`config.mk`:
```
export PLATFORM = sky130hd
export DESIGN_NAME = pr_lsu_stage_flat
export DESIGN_NICKNAME = d
export VERILOG_FILES = /design/src/rtl/pr_lsu_stage_if.sv /design/src/rtl/pr_lsu_stage.sv /design/src/flat_wrapper.sv
export SDC_FILE = /design/constraint.sdc
export NUM_CORES = 1
export LEC_CHECK = 0
export ABC_AREA = 0
export CAP_MARGIN = 20
export CELL_PAD_IN_SITES_DETAIL_PLACEMENT = 0
export CELL_PAD_IN_SITES_GLOBAL_PLACEMENT = 1
export CORE_ASPECT_RATIO = 2
export CORE_MARGIN = 3
export CORE_UTILIZATION = 28
export DETAILED_ROUTE_END_ITERATION = 6
export PLACE_DENSITY_LB_ADDON = 0.1
export SETUP_SLACK_MARGIN = 0.1
export SYNTH_ARGS = -nofsm -noshare
export SYNTH_HDL_FRONTEND = slang
export SYNTH_SLANG_ARGS = --single-unit
```
`constraint.sdc`:
```
create_clock -name clk -period 2.5 [get_ports clk]
set_input_delay 0.5 -clock clk [delete_from_list [all_inputs] [get_ports clk]]
set_output_delay 0.5 -clock clk [all_outputs]
set_load 0.01 [all_outputs]
```
`src/rtl/pr_lsu_stage_if.sv`:
```
// Bundle of operand, result and LSQ request/response signals for pr_lsu_stage.
// slave: the stage itself. master: producer/consumer/LSQ environment.
interface pr_lsu_stage_if #(
    parameter int XLEN = 32
);
    logic [XLEN-1:0] data_in1;
    logic [XLEN-1:0] data_in2;
    logic            data_valid_in1;
    logic            data_valid_in2;
    logic            data_in_ack1;
    logic            data_in_ack2;
    logic            uses_data_in1;
    logic            uses_data_in2;
    logic [XLEN-1:0] data_out;
    logic            data_valid_out;
    logic [XLEN-1:0] addr;
    logic [XLEN-1:0] data;
    logic [2:0]      fn3;
    logic            load;
    logic            store;
    logic            new_request;
    logic            lsq_full;
    logic [XLEN-1:0] load_data;
    logic            load_complete;
    logic            misalign_err;

    modport slave (
        input  data_in1, data_in2, data_valid_in1, data_valid_in2,
        input  lsq_full, load_data, load_complete,
        output data_in_ack1, data_in_ack2, uses_data_in1, uses_data_in2,
        output data_out, data_valid_out,
        output addr, data, fn3, load, store, new_request, misalign_err
    );

    modport master (
        output data_in1, data_in2, data_valid_in1, data_valid_in2,
        output lsq_full, load_data, load_complete,
        input  data_in_ack1, data_in_ack2, uses_data_in1, uses_data_in2,
        input  data_out, data_valid_out,
        input  addr, data, fn3, load, store, new_request, misalign_err
    );
endinterface

```
`src/rtl/pr_lsu_stage.sv`:
```
// Load/store pipeline stage: gathers operands, forms an address, issues one
// request to the LSQ and returns a single result word.
// MODE 0 = passthrough of data_in2, 1 = load, 2 = store.
// Optional feature macro: PR_LSU_ALIGN_CHECK_EN -- when defined, misaligned
// half/word accesses are trapped in ISSUE (no request, misalign_err pulse,
// result 0) instead of being sent to the LSQ.
//
// state     | meaning
// ----------+------------------------------------------------------------
// IDLE      | waiting for all used operands valid; acks them on accept
// ISSUE     | presenting addr/data/fn3 to the LSQ until it is not full
// WAIT_LOAD | load issued, waiting for load_complete
// OUTPUT    | data_valid_out high for this single cycle
module pr_lsu_stage #(
    parameter int                     XLEN        = 32,
    parameter int                     MODE        = 1,
    parameter logic [2:0]             FN3         = 3'b010,
    parameter logic signed [XLEN-1:0] ADDR_OFFSET = '0
) (
    input logic          clk,
    input logic          rst,
    pr_lsu_stage_if.slave bus
);

    typedef enum logic [1:0] {IDLE, ISSUE, WAIT_LOAD, OUTPUT} state_t;

    localparam logic USE1     = (MODE != 0);
    localparam logic USE2     = (MODE != 1);
    localparam logic IS_LOAD  = (MODE == 1);
    localparam logic IS_STORE = (MODE == 2);

    state_t          state;
    logic [XLEN-1:0] addr_r;
    logic [XLEN-1:0] data_r;
    logic [XLEN-1:0] result_r;
    logic            valid_q;
    logic            ready;
    logic            accept;
    logic            misaligned;

    // Operands are ready once every input this mode consumes is valid.
    always_comb begin
        ready = (!USE1 || bus.data_valid_in1) && (!USE2 || bus.data_valid_in2);
    end

    // Acks are a same-cycle response to the accept; suppressed while in reset.
    assign accept           = (state == IDLE) && ready && !rst;
    assign bus.data_in_ack1 = accept && USE1;
    assign bus.data_in_ack2 = accept && USE2;
    assign bus.uses_data_in1 = USE1;
    assign bus.uses_data_in2 = USE2;

`ifdef PR_LSU_ALIGN_CHECK_EN
    logic misalign_q;

    // Alignment is judged on the latched address against the access size.
    always_comb begin
        misaligned = 1'b0;
        case (FN3[1:0])
            2'b01:   misaligned = addr_r[0];
            2'b10:   misaligned = |addr_r[1:0];
            default: misaligned = 1'b0;
        endcase
    end

    assign bus.misalign_err = misalign_q;
`else
    assign misaligned       = 1'b0;
    assign bus.misalign_err = 1'b0;
`endif

    assign bus.new_request    = (state == ISSUE) && !misaligned && !bus.lsq_full;
    assign bus.load           = (state == ISSUE) && IS_LOAD;
    assign bus.store          = (state == ISSUE) && IS_STORE;
    assign bus.fn3            = (state == ISSUE) ? FN3 : 3'b000;
    assign bus.addr           = addr_r;
    assign bus.data           = data_r;
    assign bus.data_out       = result_r;
    assign bus.data_valid_out = valid_q;

    // Transaction FSM with registered address, store data, result and valid.
    always_ff @(posedge clk) begin
        if (rst) begin
            state    <= IDLE;
            addr_r   <= '0;
            data_r   <= '0;
            result_r <= '0;
            valid_q  <= 1'b0;
`ifdef PR_LSU_ALIGN_CHECK_EN
            misalign_q <= 1'b0;
`endif
        end else begin
            valid_q <= 1'b0;
`ifdef PR_LSU_ALIGN_CHECK_EN
            misalign_q <= 1'b0;
`endif
            case (state)
                IDLE: begin
                    if (ready) begin
                        addr_r <= bus.data_in1 + ADDR_OFFSET;
                        data_r <= bus.data_in2;
                        if (MODE == 0) begin
                            result_r <= bus.data_in2;
                            valid_q  <= 1'b1;
                            state    <= OUTPUT;
                        end else begin
                            state <= ISSUE;
                        end
                    end
                end
                ISSUE: begin
`ifdef PR_LSU_ALIGN_CHECK_EN
                    if (misaligned) begin
                        result_r   <= '0;
                        valid_q    <= 1'b1;
                        misalign_q <= 1'b1;
                        state      <= OUTPUT;
                    end else
`endif
                    if (!bus.lsq_full) begin
                        if (IS_STORE) begin
                            result_r <= data_r;
                            valid_q  <= 1'b1;
                            state    <= OUTPUT;
                        end else begin
                            state <= WAIT_LOAD;
                        end
                    end
                end
                WAIT_LOAD: begin
                    if (bus.load_complete) begin
                        result_r <= bus.load_data;
                        valid_q  <= 1'b1;
                        state    <= OUTPUT;
                    end
                end
                OUTPUT: begin
                    state <= IDLE;
                end
                default: state <= IDLE;
            endcase
        end
    end

endmodule

```
`src/flat_wrapper.sv`:
```
// flat-port wrapper written by rule: the top's interface ports become plain ports
module pr_lsu_stage_flat 
#(
    parameter int                     XLEN        = 32,
    parameter int                     MODE        = 1,
    parameter logic [2:0]             FN3         = 3'b010,
    parameter logic signed [XLEN-1:0] ADDR_OFFSET = '0
)
  (clk, rst, bus_data_in1, bus_data_in2, bus_data_valid_in1, bus_data_valid_in2, bus_lsq_full, bus_load_data, bus_load_complete, bus_data_in_ack1, bus_data_in_ack2, bus_uses_data_in1, bus_uses_data_in2, bus_data_out, bus_data_valid_out, bus_addr, bus_data, bus_fn3, bus_load, bus_store, bus_new_request, bus_misalign_err);
  pr_lsu_stage_if #(.XLEN(XLEN)) bus_i ();
  input logic clk;
  input logic rst;
  input wire logic [$bits(bus_i.data_in1)-1:0] bus_data_in1;
  input wire logic [$bits(bus_i.data_in2)-1:0] bus_data_in2;
  input wire logic [$bits(bus_i.data_valid_in1)-1:0] bus_data_valid_in1;
  input wire logic [$bits(bus_i.data_valid_in2)-1:0] bus_data_valid_in2;
  input wire logic [$bits(bus_i.lsq_full)-1:0] bus_lsq_full;
  input wire logic [$bits(bus_i.load_data)-1:0] bus_load_data;
  input wire logic [$bits(bus_i.load_complete)-1:0] bus_load_complete;
  output wire logic [$bits(bus_i.data_in_ack1)-1:0] bus_data_in_ack1;
  output wire logic [$bits(bus_i.data_in_ack2)-1:0] bus_data_in_ack2;
  output wire logic [$bits(bus_i.uses_data_in1)-1:0] bus_uses_data_in1;
  output wire logic [$bits(bus_i.uses_data_in2)-1:0] bus_uses_data_in2;
  output wire logic [$bits(bus_i.data_out)-1:0] bus_data_out;
  output wire logic [$bits(bus_i.data_valid_out)-1:0] bus_data_valid_out;
  output wire logic [$bits(bus_i.addr)-1:0] bus_addr;
  output wire logic [$bits(bus_i.data)-1:0] bus_data;
  output wire logic [$bits(bus_i.fn3)-1:0] bus_fn3;
  output wire logic [$bits(bus_i.load)-1:0] bus_load;
  output wire logic [$bits(bus_i.store)-1:0] bus_store;
  output wire logic [$bits(bus_i.new_request)-1:0] bus_new_request;
  output wire logic [$bits(bus_i.misalign_err)-1:0] bus_misalign_err;
  assign bus_i.data_in1 = bus_data_in1;
  assign bus_i.data_in2 = bus_data_in2;
  assign bus_i.data_valid_in1 = bus_data_valid_in1;
  assign bus_i.data_valid_in2 = bus_data_valid_in2;
  assign bus_i.lsq_full = bus_lsq_full;
  assign bus_i.load_data = bus_load_data;
  assign bus_i.load_complete = bus_load_complete;
  assign bus_data_in_ack1 = bus_i.data_in_ack1;
  assign bus_data_in_ack2 = bus_i.data_in_ack2;
  assign bus_uses_data_in1 = bus_i.uses_data_in1;
  assign bus_uses_data_in2 = bus_i.uses_data_in2;
  assign bus_data_out = bus_i.data_out;
  assign bus_data_valid_out = bus_i.data_valid_out;
  assign bus_addr = bus_i.addr;
  assign bus_data = bus_i.data;
  assign bus_fn3 = bus_i.fn3;
  assign bus_load = bus_i.load;
  assign bus_store = bus_i.store;
  assign bus_new_request = bus_i.new_request;
  assign bus_misalign_err = bus_i.misalign_err;
  pr_lsu_stage #(.XLEN(XLEN), .MODE(MODE), .FN3(FN3), .ADDR_OFFSET(ADDR_OFFSET)) u_core (.clk(clk), .rst(rst), .bus(bus_i));
endmodule
```
==> run summary <==
On the final layout, the worst clock skew is 0.00719 ns. The number of global-route vias before repair came out at 3532. The HPWL after detailed placement is 8.15 mm. For this run, the register share of the synthesized area comes to 0.545. The worst endpoint data arrival time is 1.74 ns.

The number of distinct library cell variants in the gate-level netlist after synthesis came out at 20. The core utilization of the finished layout is 0.471. The worst-margin pin slew came out at 0.689 ns. The post-cts resize count is 0. For the worst-skew pair, the clock arrives at the later sink with an insertion delay of 0.34 ns. For this run, the leading register cell type out of synthesis is dfxtp_1. The placer's final routability congestion estimate came out at 0.745. The number of primary I/O pins came out at 210. In this run the number of H-tree levels came out at 3. The number of enable-type register cells in the synthesized netlist came out at 0. The maximum number of pins on one net before global-route repair came out at 101. The critical path required time came out at 2.00 ns. Setup total negative slack on the finished layout was measured at 0 ns. The fmax is 446 MHz. The clock network fraction of total power came out at 0.276. The tightest slew margin relative to the limit is 0.541. In this run the tool buffered the top-level ports with 201 buffer cells. The post-layout instance count excluding filler cells is 791. The number of clock sinks came out at 99. The switching power total is 1.51 mW. The post-route fraction of the period consumed by the critical path came out at 0.897.

STA classifies the critical path startpoint as a register. TritonCTS built the clock tree. The max-slew violation count came out at 0. The total length of routed wires is 11.7 mm. The share of total power dissipated in combinational logic is 0.325. Dividing the detail-routed via count by the number of cells gives 4.52. The detailed router's first-iteration violation count is 96. The die covers 0.0145 mm^2. The switching share of total power came out at 0.315.

The root buffer cell chosen for the clock tree is clkbuf_16. Relative to the synthesized area, the layout overhead comes to 63.5%. The total setup buffers inserted after CTS came out at 0. Setup repair after global routing left no endpoint under its margin.

The layout cell share with drive strength beyond 1 came out at 0.0452. The worst setup slack after layout is 0.258 ns. The maximum clock path buffer count came out at 2. The kind of capture point of the worst setup path is an output port.

Once placement completed, the tool counted placed cells totaling 774. The number of buffers created by CTS is 9. The largest fanout of any net on the critical path is 4. The average cell area after synthesis came out at 8.05 um^2.

After layout, the design draws a total of 4.79 mW. The total standard cell area after synthesis came out at 0.00364 mm^2. The run finished with clean final reports. The iteration count of the initial detailed-routing pass is 4. The instance count of the mapped netlist is 452.

The DRC violation count after routing came out at 0. In this run the worst hold path is classified as register to register. The relative contribution of sequential cells to total power is 0.399. The clock period could shrink to 2.24 ns.

The vertical die dimension is 167 um. In this run the core area contains 58 standard-cell rows. The detailed router placed 3574 vias in this run. The initial utilization of the core area, before any placement, comes to 0.288. The leakage dissipation came out at 2.14 nW. The maximum VDD drop is 0.473 mV. The per-cell routed wire length is 14.7 um.

In this run, post-CTS hold repair placed 0 buffers. The final antenna-violating net count came out at 0. The global router's overall resource usage came out at 0.160. The final number of setup-violating endpoints came out at 0. Cell internal power was estimated by the tool at 3.28 mW.

The number of hold violations in the final report was 0. The max-cap check violation count is 0. The initial antenna violation count was 0. The final global-route overflow total came out at 0. The worst setup path is of the register to output port kind. The total area inside the core boundary comes to 0.0126 mm^2.

The wire length of the first global-routing pass came out at 18.3 mm. The power per unit of standard cell area came out at 804 mW/mm^2. The placement-stage worst setup slack came out at 0.296 ns. The number of warnings issued by yosys came out at 0.

At the end of the flow, the number of nets in the layout was 742. The antenna diode count came out at 0. The clock-pin transition on the worst setup and hold timing paths came out at 0.07 ns. Synthesis inferred 99 register bits. The die width is 86.6 um. The post-synthesis async set-or-reset flop share came out at 0.
[placed cells by master, fill, tap and decap left out]
cell type        synthesis  routed
a31oi_1                  1       1
a21oi_1                 91      91
buf_12                   0       1
clkdlybuf4s50_1          0     200
inv_1                    2       2
nand2_1                195     194
and3_1                   1       1
mux2i_1                  1       1
inv_6                    0       1
clkbuf_8                 0       1
nor2b_1                  1       1
clkinv_4                 0       3
clkbuf_1                 9       2
buf_4                    9       6
buf_16                   0       1
nand2b_1                 4       4
and2_1                   2       1
a21oi_2                  5       5
nand2_2                  0       1
o21a_1                   1       1
ha_1                     4       4
clkbuf_16                0       9
dfxtp_1                 99      99
and2_2                   0       1
conb_1                   2       7
nor2_1                   3       3
[worst max-delay path, stage by stage (launching register included)]
cell             delay (ns)
dfxtp_1                0.33
inv_1                  0.10
ha_1                   0.25
nor2b_1                0.17
clkdlybuf4s50_1        0.55
[registers in the layout (all words and copies together) (netlist names)]
register and flops:
u_core.bus.data_out 32, u_core.state 2, u_core.bus.data_valid_out 1, u_core.bus.addr 32, u_core.bus.data 32
[routing by layer]
| layer | track usage | up-vias | wire (um) |
|---|---|---|---|
| met2 | 0.283 | 130 | 6190 |
| li1 | - | 1783 | - |
| met4 | 0.0726 | 0 | 395 |
| met3 | 0.0507 | 22 | 823 |
| met1 | 0.169 | 1639 | 4250 |
| met5 | 0 | - | 0 |
[Yosys cell counts (2+ instances only)]
library cell	number	area (um^2)
nand2_1	195	732
dfxtp_1	99	1980
a21oi_1	91	455
buf_2	11	55.1
buf_6	10	113
buf_4	9	67.6
clkbuf_1	9	33.8
a21oi_2	5	43.8
ha_1	4	50.1
nand2b_1	4	25.0
nor2_1	3	11.3
and2_1	2	12.5
conb_1	2	7.51
inv_1	2	7.51
[cell type report]
type / count / area [um^2]
clock buffer: 12 / 246
inverter: 2 / 7.51
clock inverter: 4 / 35.0
multi-input combinational: 316 / 1400
sequential: 99 / 1980
tap: 150 / 188
fill: 1276 / 6680
timing repair buffer: 208 / 2090
[power groups by stage]
stage / Sequential [mW] / Combinational [mW] / Clock, mW
finish: 1.91 / 1.55 / 1.32
global route: 1.94 / 1.73 / 1.45
CTS: 1.91 / 1.60 / 1.38
detailed placement: 1.95 / 1.59 / 0
global placement: 1.94 / 1.56 / 0
floorplan: 2.04 / 0.767 / 0
[kinds of logic (layout without fill, tap and decap cells)]
kind of cell	Yosys count	count (layout)	synth area share
other	2	7	0.00206
muxes	1	1	0.00275
and+or+nand+nor	206	206	0.218
adders and majority gates	4	4	0.0138
buffers and inverters	42	226	0.0780
AOI/OAI and AO/OA	98	98	0.141
DFF	99	99	0.545
[metrics by stage]
step / area, um^2 / hold slack [ns]
6_report: 5950 / 0.453
5_1_grt: 5950 / 0.475
4_1_cts: 5920 / 0.455
3_5_place_dp: 5640 / 0.445
3_3_place_gp: 5640 / 0.441
2_1_floorplan: 3660 / 0.465
[worst paths after layout]
check                              to           startpoint  slack [ns]  cells after the start
setup reg to reg  u_core.bus.addr[22]      u_core.state[0]        0.77                      6
hold / removal    u_core.bus.data[10]  u_core.bus.data[10]        0.45                      2
hold reg to reg   u_core.bus.data[10]  u_core.bus.data[10]        0.45                      2
setup / recovery      bus_new_request      u_core.state[1]        0.26                      4
No activity file was read; power rests on OpenSTA's default activity.
